===== src/rtl/tt_pkg.sv =====
// Shared types, defaults and helpers for the truth-table evaluator.
package tt_pkg;

  typedef enum logic [1:0] {
    IDLE   = 2'd0,
    LOAD   = 2'd1,
    COMMIT = 2'd2
  } cfg_state_t;

  localparam int         TT_DEF_N_IN     = 3;
  localparam logic [7:0] TT_DEF_RST_VAL  = 8'h43;
  localparam logic [7:0] TT_DEF_RST_CARE = 8'hF3;

  function automatic int clog2(input int value);
    int r;
    r = 0;
    while ((1 << r) < value) r++;
    return r;
  endfunction

endpackage


===== src/rtl/tt_cfg_loader.sv =====
// Serial table loader: fills a shadow table in ascending order, then
// issues a one-cycle commit strobe so the active table swaps atomically.
module tt_cfg_loader
  import tt_pkg::*;
#(
  parameter  int DEPTH = 8,
  localparam int IW    = clog2(DEPTH) + 1
) (
  input  logic             clk,
  input  logic             rst_n,
  input  logic             cfg_start,
  input  logic             cfg_valid,
  input  logic             cfg_val,
  input  logic             cfg_care,
  input  logic             cfg_abort,
  output logic [DEPTH-1:0] shadow_val,
  output logic [DEPTH-1:0] shadow_care,
  output logic             commit,
  output logic             busy,
  output logic             done,
  output cfg_state_t       state_dbg
);

  localparam logic [IW-1:0] LAST_IDX = IW'(DEPTH - 1);

  cfg_state_t       state_q, state_d;
  logic [IW-1:0]    idx_q, idx_d;
  logic [DEPTH-1:0] sv_q, sv_d;
  logic [DEPTH-1:0] sc_q, sc_d;
  logic             busy_q, busy_d;
  logic             done_q, done_d;

  always_comb begin
    state_d = state_q;
    idx_d   = idx_q;
    sv_d    = sv_q;
    sc_d    = sc_q;
    busy_d  = busy_q;
    done_d  = 1'b0;
    case (state_q)
      IDLE: begin
        if (cfg_start) begin
          state_d = LOAD;
          idx_d   = '0;
          busy_d  = 1'b1;
        end
      end
      LOAD: begin
        // Abort wins over a same-cycle entry write.
        if (cfg_abort) begin
          state_d = IDLE;
          busy_d  = 1'b0;
        end else if (cfg_valid) begin
          sv_d[idx_q[IW-2:0]] = cfg_val;
          sc_d[idx_q[IW-2:0]] = cfg_care;
          idx_d               = idx_q + IW'(1);
          if (idx_q == LAST_IDX) begin
            state_d = COMMIT;
            done_d  = 1'b1;
          end
        end
      end
      COMMIT: begin
        state_d = IDLE;
        busy_d  = 1'b0;
      end
      default: begin
        state_d = IDLE;
        busy_d  = 1'b0;
      end
    endcase
  end

  always_ff @(posedge clk or negedge rst_n) begin
    if (!rst_n) begin
      state_q <= IDLE;
      idx_q   <= '0;
      sv_q    <= '0;
      sc_q    <= '0;
      busy_q  <= 1'b0;
      done_q  <= 1'b0;
    end else begin
      state_q <= state_d;
      idx_q   <= idx_d;
      sv_q    <= sv_d;
      sc_q    <= sc_d;
      busy_q  <= busy_d;
      done_q  <= done_d;
    end
  end

  assign shadow_val  = sv_q;
  assign shadow_care = sc_q;
  assign commit      = done_q;
  assign busy        = busy_q;
  assign done        = done_q;
  assign state_dbg   = state_q;

endmodule


===== src/rtl/tt_eval_seq.sv =====
// Registered truth-table evaluator with a run-time reloadable table;
// don't-care entries yield DC_OUT plus out_dc, never X.
module tt_eval_seq
  import tt_pkg::*;
#(
  parameter  int               N_IN     = TT_DEF_N_IN,
  localparam int               DEPTH    = 1 << N_IN,
  parameter  logic [DEPTH-1:0] RST_VAL  = DEPTH'(TT_DEF_RST_VAL),
  parameter  logic [DEPTH-1:0] RST_CARE = DEPTH'(TT_DEF_RST_CARE),
  parameter  logic             DC_OUT   = 1'b0
) (
  input  logic            clk,
  input  logic            rst_n,
  input  logic            in_valid,
  output logic            in_ready,
  input  logic [N_IN-1:0] in_bits,
  output logic            out_valid,
  input  logic            out_ready,
  output logic            out,
  output logic            out_dc,
  input  logic            cfg_start,
  input  logic            cfg_valid,
  input  logic            cfg_val,
  input  logic            cfg_care,
  input  logic            cfg_abort,
  output logic            cfg_busy,
  output logic            cfg_done,
  output cfg_state_t      cfg_state_dbg
);

  // Handshake: a beat moves on a port only in a cycle where valid && ready;
  // the producer holds its payload stable while valid && !ready.

  logic [DEPTH-1:0] act_val_q, act_val_d;
  logic [DEPTH-1:0] act_care_q, act_care_d;
  logic [DEPTH-1:0] shadow_val, shadow_care;
  logic             commit;
  logic             out_valid_q, out_valid_d;
  logic             out_q, out_d;
  logic             out_dc_q, out_dc_d;
  logic             accept;
  logic             sel_val, sel_care;

  tt_cfg_loader #(.DEPTH(DEPTH)) u_loader (
    .clk         (clk),
    .rst_n       (rst_n),
    .cfg_start   (cfg_start),
    .cfg_valid   (cfg_valid),
    .cfg_val     (cfg_val),
    .cfg_care    (cfg_care),
    .cfg_abort   (cfg_abort),
    .shadow_val  (shadow_val),
    .shadow_care (shadow_care),
    .commit      (commit),
    .busy        (cfg_busy),
    .done        (cfg_done),
    .state_dbg   (cfg_state_dbg)
  );

  assign in_ready = !out_valid_q || out_ready;
  assign accept   = in_valid && in_ready;
  assign sel_val  = act_val_q[in_bits];
  assign sel_care = act_care_q[in_bits];

  // The lookup reads the table before the commit edge, so an input taken
  // in the commit cycle still sees the old contents.
  always_comb begin
    act_val_d   = act_val_q;
    act_care_d  = act_care_q;
    out_valid_d = out_valid_q;
    out_d       = out_q;
    out_dc_d    = out_dc_q;
    if (commit) begin
      act_val_d  = shadow_val;
      act_care_d = shadow_care;
    end
    if (accept) begin
      out_valid_d = 1'b1;
      out_d       = sel_care ? sel_val : DC_OUT;
      out_dc_d    = !sel_care;
    end else if (out_ready) begin
      out_valid_d = 1'b0;
    end
  end

  always_ff @(posedge clk or negedge rst_n) begin
    if (!rst_n) begin
      act_val_q   <= RST_VAL;
      act_care_q  <= RST_CARE;
      out_valid_q <= 1'b0;
      out_q       <= 1'b0;
      out_dc_q    <= 1'b0;
    end else begin
      act_val_q   <= act_val_d;
      act_care_q  <= act_care_d;
      out_valid_q <= out_valid_d;
      out_q       <= out_d;
      out_dc_q    <= out_dc_d;
    end
  end

  assign out_valid = out_valid_q;
  assign out       = out_q;
  assign out_dc    = out_dc_q;

endmodule


===== config.mk =====
export PLATFORM = sky130hd
export DESIGN_NAME = tt_eval_seq
export DESIGN_NICKNAME = d
export VERILOG_FILES = /design/src/rtl/tt_pkg.sv /design/src/rtl/tt_cfg_loader.sv /design/src/rtl/tt_eval_seq.sv
export SDC_FILE = /design/constraint.sdc
export NUM_CORES = 1
export LEC_CHECK = 0
export CORE_MARGIN = 5
export CORE_UTILIZATION = 60
export CTS_BUF_LIST = sky130_fd_sc_hd__clkbuf_4
export CTS_CLUSTER_SIZE = 10
export DETAILED_ROUTE_END_ITERATION = 16
export GPL_TIMING_DRIVEN = 0
export PLACE_DENSITY = 0.84
export SLEW_MARGIN = 15
export SYNTH_ARGS = -nofsm -noshare
export SYNTH_HDL_FRONTEND = slang
export SYNTH_SLANG_ARGS = --single-unit

===== constraint.sdc =====
create_clock -name clk -period 3.3 [get_ports clk]
set_input_delay 0.66 -clock clk [delete_from_list [all_inputs] [get_ports clk]]
set_output_delay 0.66 -clock clk [all_outputs]
set_load 0.02 [all_outputs]

# Yosys cells after proc, flatten, opt, wreduce, memory -nomap -nowiden

Index checks and enable logic that the tools add are counted.

$add $sub $neg: 1
Multiply operators: 0
Div/mod/pow operators: 0
Order comparisons: 3
Equal/unequal tests: 8
Shift operators: 0
Multiplexer cells: 27
Bitwise operators: 1
Reductions and logical operators: 12

Operator list:

| operator                                                                            | number |
|---|---|
| 8-bit bitwise mux                                                                   | 2 |
| 1-bit two-way mux                                                                   | 12 |
| 4-bit two-way mux                                                                   | 3 |
| 3-bit by 4-bit less-than comparator with 1-bit output, second input constant        | 2 |
| 2-bit two-way mux                                                                   | 4 |
| 2-bit inequality test, second input constant                                        | 4 |
| 4-bit one-hot mux with 2 select lines                                               | 1 |
| 1-bit binary-select mux with 3-bit select                                           | 2 |
| 3-bit AND reduction                                                                 | 2 |
| 4-bit by 1-bit adder with 4-bit output, second input constant                       | 1 |
| 4-bit by 3-bit equality test with 1-bit output, second input constant               | 1 |
| 2-bit one-hot mux with 2 select lines                                               | 1 |
| 4-bit AND reduction                                                                 | 1 |
| 2-bit nonzero test                                                                  | 2 |
| 1-bit demux with 3-bit select                                                       | 1 |
| 3-bit by 1-bit greater-or-equal comparator with 1-bit output, second input constant | 1 |
| 3-bit by 2-bit inequality test with 1-bit output, second input constant             | 1 |
| 3-bit inequality test, second input constant                                        | 1 |
| 2-bit by 1-bit equality test with 1-bit output, second input constant               | 1 |
| 1-bit logical AND                                                                   | 2 |
| 1-bit logical NOT                                                                   | 2 |
| 2-bit logical NOT                                                                   | 1 |
| 1-bit one-hot mux with 2 select lines                                               | 1 |
| 2-bit AND reduction                                                                 | 1 |
| 2 further kinds                                                                     | 2 |

Bits in registers: 43
Bits in latches: 0
Memory bits (writable): 0
ROM bits: 0
Input port bits: 12
Output and inout bits: 8
Word-level logic and storage cells: 63
Memories: 0

# Depth between registers and ports, before layout

Depth after elaboration: 5
Mapped depth: 4
Gate-level depth less buffers: 4

# Modules after synthesis

From an unflattened synthesis, not the netlist that was laid out.

Cell total of the unflattened synthesis: 133
Area total of the unflattened synthesis: 1938.1 µm²

Modules (own cells, without submodules):

| module        | times used | cells each | area an instance (µm²) | seq. area each (µm²) |
|---|---|---|---|---|
| tt_cfg_loader | 1          | 79         | 1069.8                 | 600.6 |
| tt_eval_seq   | 1          | 54         | 868.3                  | 486.7 |

# Worst setup path after synthesis

OpenSTA, ideal clock, no wires.

Kind: input -> register
Start point: in cfg_abort
End point: reg u_loader.sc_q[2], in the netlist u_loader.shadow_care[2]
Arrival: 1.659 ns
Data required time: 3.175 ns
Path slack: 1.516 ns
Stages: 4
Path buffers: 1
Cell sequence: nand4bb_1 -> buf_2 -> nor4b_2 -> mux2_2

Cells in the longest elaborated chain, start to end: 2

RTL lines:

| what                          | line                | text |
|---|---|---|
| start, declared               | tt_eval_seq.sv:25   | `input logic cfg_abort,` |
| 1-bit NOT (no line)           | -                   |  |
| 3-bit AND reduction (no line) | -                   |  |
| end signal, assigned          | tt_cfg_loader.sv:79 | `sc_q <= '0;` |
| end signal, assigned          | tt_cfg_loader.sv:86 | `sc_q <= sc_d;` |
| end, declared                 | tt_cfg_loader.sv:29 | `logic [DEPTH-1:0] sc_q, sc_d;` |

Every way passes these cells.
A chain may end at the register's enable or synchronous reset.

# Final worst setup path

Start point: in out_ready
End point: out in_ready

Cells in the longest elaborated chain, start to end: 1

RTL lines:

| what             | line              | text |
|---|---|---|
| start, declared  | tt_eval_seq.sv:18 | `input logic out_ready,` |
| 1-bit logical OR | tt_eval_seq.sv:60 | `assign in_ready = !out_valid_q \|\| out_ready;` |
| end, declared    | tt_eval_seq.sv:15 | `output logic in_ready,` |

Every way passes these cells.

==> results summary <==
The sequential share of power is 60.2%. The die outline height is 66.3 um. Entering global routing, the biggest net connects 29 pins. The width of the chip came out at 66.3 um. The clock network accounts for 24.8% of the total power.

The minimum setup slack after placement is 705 ps. The max capacitance violation total came out at 0. The clock sink count is 43. The CTS H-tree depth came out at 2. The maximum fanout along the worst path is 5. The number of antenna violations at the first check in global routing is 0. The type of the worst setup path is in2out. Summed over all layers, the global routing overflow is 0.

The class of the most critical hold timing path is in2async. The area of combinational cells with multiple inputs came out at 778 um^2. In this run the critical register-to-register path is captured at u_loader.shadow_care[2]. Synthesis produced 136 cells. The number of cells on the worst reg-to-reg path came out at 4.

The placed cell count came out at 200. The run finished with clean final reports. After the last flow step, the layout net total stands at 176. With fillers left out, the area of the finished cells amounts to 2220 um^2.

The number of clock buffers inserted by TritonCTS is 5. The floorplan step defined a die boundary enclosing 4400 um^2. Setup repair after global routing left no endpoint under its margin. The worst-case hold slack is 220 ps.

The wire length of the first global-routing pass is 5930 um. The number of antenna repair diodes came out at 0. The DRC violation count after routing came out at 0. STA classifies the critical path endpoint as a primary output. The signed area change from the synthesized netlist to the final layout came out at 16.7%. The detailed router finished its first iteration with 46 violations. The internal power of the cells totals 761 uW. The total power after layout came out at 1.02 mW. The setup total negative slack came out at 0 ps.

After clock tree synthesis, the repair step resized 0 gates. The register-to-register path setup slack is 1540 ps. The I/O pin total came out at 20.

Summing all flip-flop and latch instances after layout gives 1090 um^2. Data on the critical path is required at its endpoint by 2640 ps. The number of warnings printed during yosys synthesis came out at 0. The number of global-route vias before repair came to 1320. The number of failing setup endpoints in the final timing report is 0. The number of flip-flops and latches in the synthesized netlist is 43. The global routing usage summed across all routing layers came out at 18.1%. Data arrives at the worst endpoint at 1940 ps.

The slew of the pin with the lowest slew margin came out at 550 ps. The total of fill cells in the finished design is 230. The switching part of the total came out at 25.3%. The startpoint of the most critical setup path is out_ready.

TritonCTS built the clock tree. The share of post-route cells with drive strength above 1 came out at 37.2%. The number of flops mapped to enable cells by yosys is 0. Wires add up to 3480 um. The number of hold violations in the final report came out at 0. The synthesized netlist net count is 149. The detail route stage leaves a number of antenna-violating nets equal to 0. The sequential element share of the synthesized area is 57.2%. The routed length per instance came out at 16.8 um. The region available for standard cell placement spans 3050 um^2. Dividing total power by cell area gives a power density of 460 nW/um^2. For this run, the leading register cell type out of synthesis is dfrtp_1.

The floorplan has 20 rows. The cell area after synthesis is 1900 um^2. Clock skew on the completed layout was measured at 7.96 ps. The count of buffers added on input and output ports is 19. The number of slew-limit violations in the final report is 0. The final worst setup slack came out at 703 ps. The final estimated routing congestion in global placement came out at 0.816. The count of hold buffers inserted by post-cts repair came out at 0.

The first detailed-routing pass ran for 4 iterations. The worst relative slew slack came out at 63.3%. The deepest clock path buffer count is 2.

STA classifies the critical path startpoint as an input port. The post-synthesis average cell area is 14.0 um^2. Clock-pin slew was measured on the worst setup and hold paths at 120 ps. The portion of the clock cycle consumed by the worst path in the final layout is 78.7%. The clock reaches the later pin of the worst-skew pair after 340 ps. In this run the clock root is driven by a clkbuf_4. The post-detailed-route via-to-cell ratio is 5.72. The initial core utilization came out at 62.3%. After clock tree synthesis, the setup repair step added 0 buffers. Yosys mapped the design onto 36 distinct sky130hd cell types. Of the total power, combinational logic draws 15.0%. The routed design could run at a clock period as short as 2600 ps. The final core utilization is 72.7%. The largest voltage drop on the vdd net is 0.254 mV. Summing all placed instances gives a cell area of 2160 um^2. The share of flip-flops with an asynchronous set or reset after synthesis is 100%. Static timing analysis puts the maximum clock frequency at 385 MHz. The capture point of the worst path is in_ready. In this run the critical register-to-register path is launched from u_loader.state_dbg[1]. The analysis attributes to cell leakage a power of 0.987 nW. The via total after detailed routing is 1189. The half-perimeter wire length of the detailed placement result is 2680 um.

For this design the total switching power over the nets is 258 uW. The count of placed standard cells in the final layout, fillers left out came out at 208.
-- cell usage in the layout (no fill, tap or decap), types with 2 or more instances in the layout --
master | Yosys | layout
clkdlybuf4s50_1 | 0 | 18
mux4_2 | 3 | 3
a21oi_1 | 4 | 4
or3_1 | 3 | 3
dfrtp_1 | 34 | 34
clkbuf_1 | 2 | 2
inv_1 | 4 | 4
nand2_1 | 5 | 5
buf_2 | 2 | 3
nand2b_1 | 5 | 5
dfstp_2 | 9 | 9
nor3_1 | 3 | 3
mux2_2 | 35 | 35
nand4b_1 | 2 | 2
clkbuf_4 | 0 | 7
o21ai_0 | 2 | 2
nor2_1 | 2 | 2
-- critical path: stages --
cell and delay [ps]:
clkdlybuf4s50_1 450, nand2b_1 190, clkdlybuf4s50_1 640
-- final cells by class --
cell class              count  area share (%)
inverters                   4           0.676
well taps                  44            2.48
clock inverters             1           0.225
repair buffers             20            9.24
clock buffers               7            2.37
plain buffers               5           0.958
flip-flops and latches     43            49.0
multi-input cells          84            35.1
-- how the worst min path moves through the flow --
| stage | cells after the start | endpoint | slack, ps | from |
|---|---|---|---|---|
| 3_3_place_gp | 1 | u_loader.shadow_val[3] | 480 | u_loader.shadow_val[3] |
| 5_1_grt | 1 | u_loader.shadow_val[2] | 220 | rst_n |
| 6_report | 1 | out_dc | 220 | rst_n |
| 2_1_floorplan | 0 | act_care_q[2] | 360 | rst_n |
| 4_1_cts | 1 | out_valid | 220 | rst_n |
| 3_5_place_dp | 1 | act_val_q[5] | 490 | u_loader.shadow_val[5] |
-- cells in the mapped netlist (all sizes together), types with 2 or more instances --
| master | count | share of area, % |
|---|---|---|
| nand2b | 5 | 1.6 |
| mux4 | 3 | 3.6 |
| nor3 | 3 | 0.79 |
| buf | 3 | 0.72 |
| mux2 | 35 | 21 |
| nor4b | 2 | 1.2 |
| nand2 | 5 | 0.99 |
| clkbuf | 2 | 0.39 |
| a21oi | 4 | 1.1 |
| dfrtp | 34 | 45 |
| nand4b | 2 | 0.92 |
| dfstp | 9 | 12 |
| inv | 4 | 0.79 |
| nor2 | 2 | 0.39 |
| o21ai | 2 | 0.53 |
| or3 | 3 | 0.99 |
-- logic make-up after synthesis --
logic type,count (synthesis),share of synthesized area (%)
buf+inv,9,1.91
mux,39,24.8
flops,43,57.2
fa+ha+maj,1,0.658
compound gates,15,5.53
simple gates,29,9.93
-- power groups by stage --
stage	registers (mW)	logic, mW	clock network (mW)
6_report	0.614	0.153	0.253
5_1_grt	0.620	0.167	0.282
4_1_cts	0.613	0.154	0.260
3_5_place_dp	0.624	0.154	0
3_3_place_gp	0.618	0.145	0
2_1_floorplan	0.620	0.0842	0
-- metal layers --
metal  wire (um)  up-vias  track usage, %
met2        1910       26            34.3
met1        1390      606            19.9
met4          28        0            5.08
met5           0        -               0
li1            -      553               -
met3         155        4            4.25
-- flip-flops by register name, summed over array words and instances, names as in the netlist --
signal / cells
u_loader.state_dbg: 2
u_loader.busy: 1
u_loader.commit: 1
act_val_q: 8
out: 1
out_valid: 1
u_loader.shadow_care: 8
out_dc: 1
act_care_q: 8
u_loader.shadow_val: 8
u_loader.idx_q: 4
(Power assumes the default switching activity.)
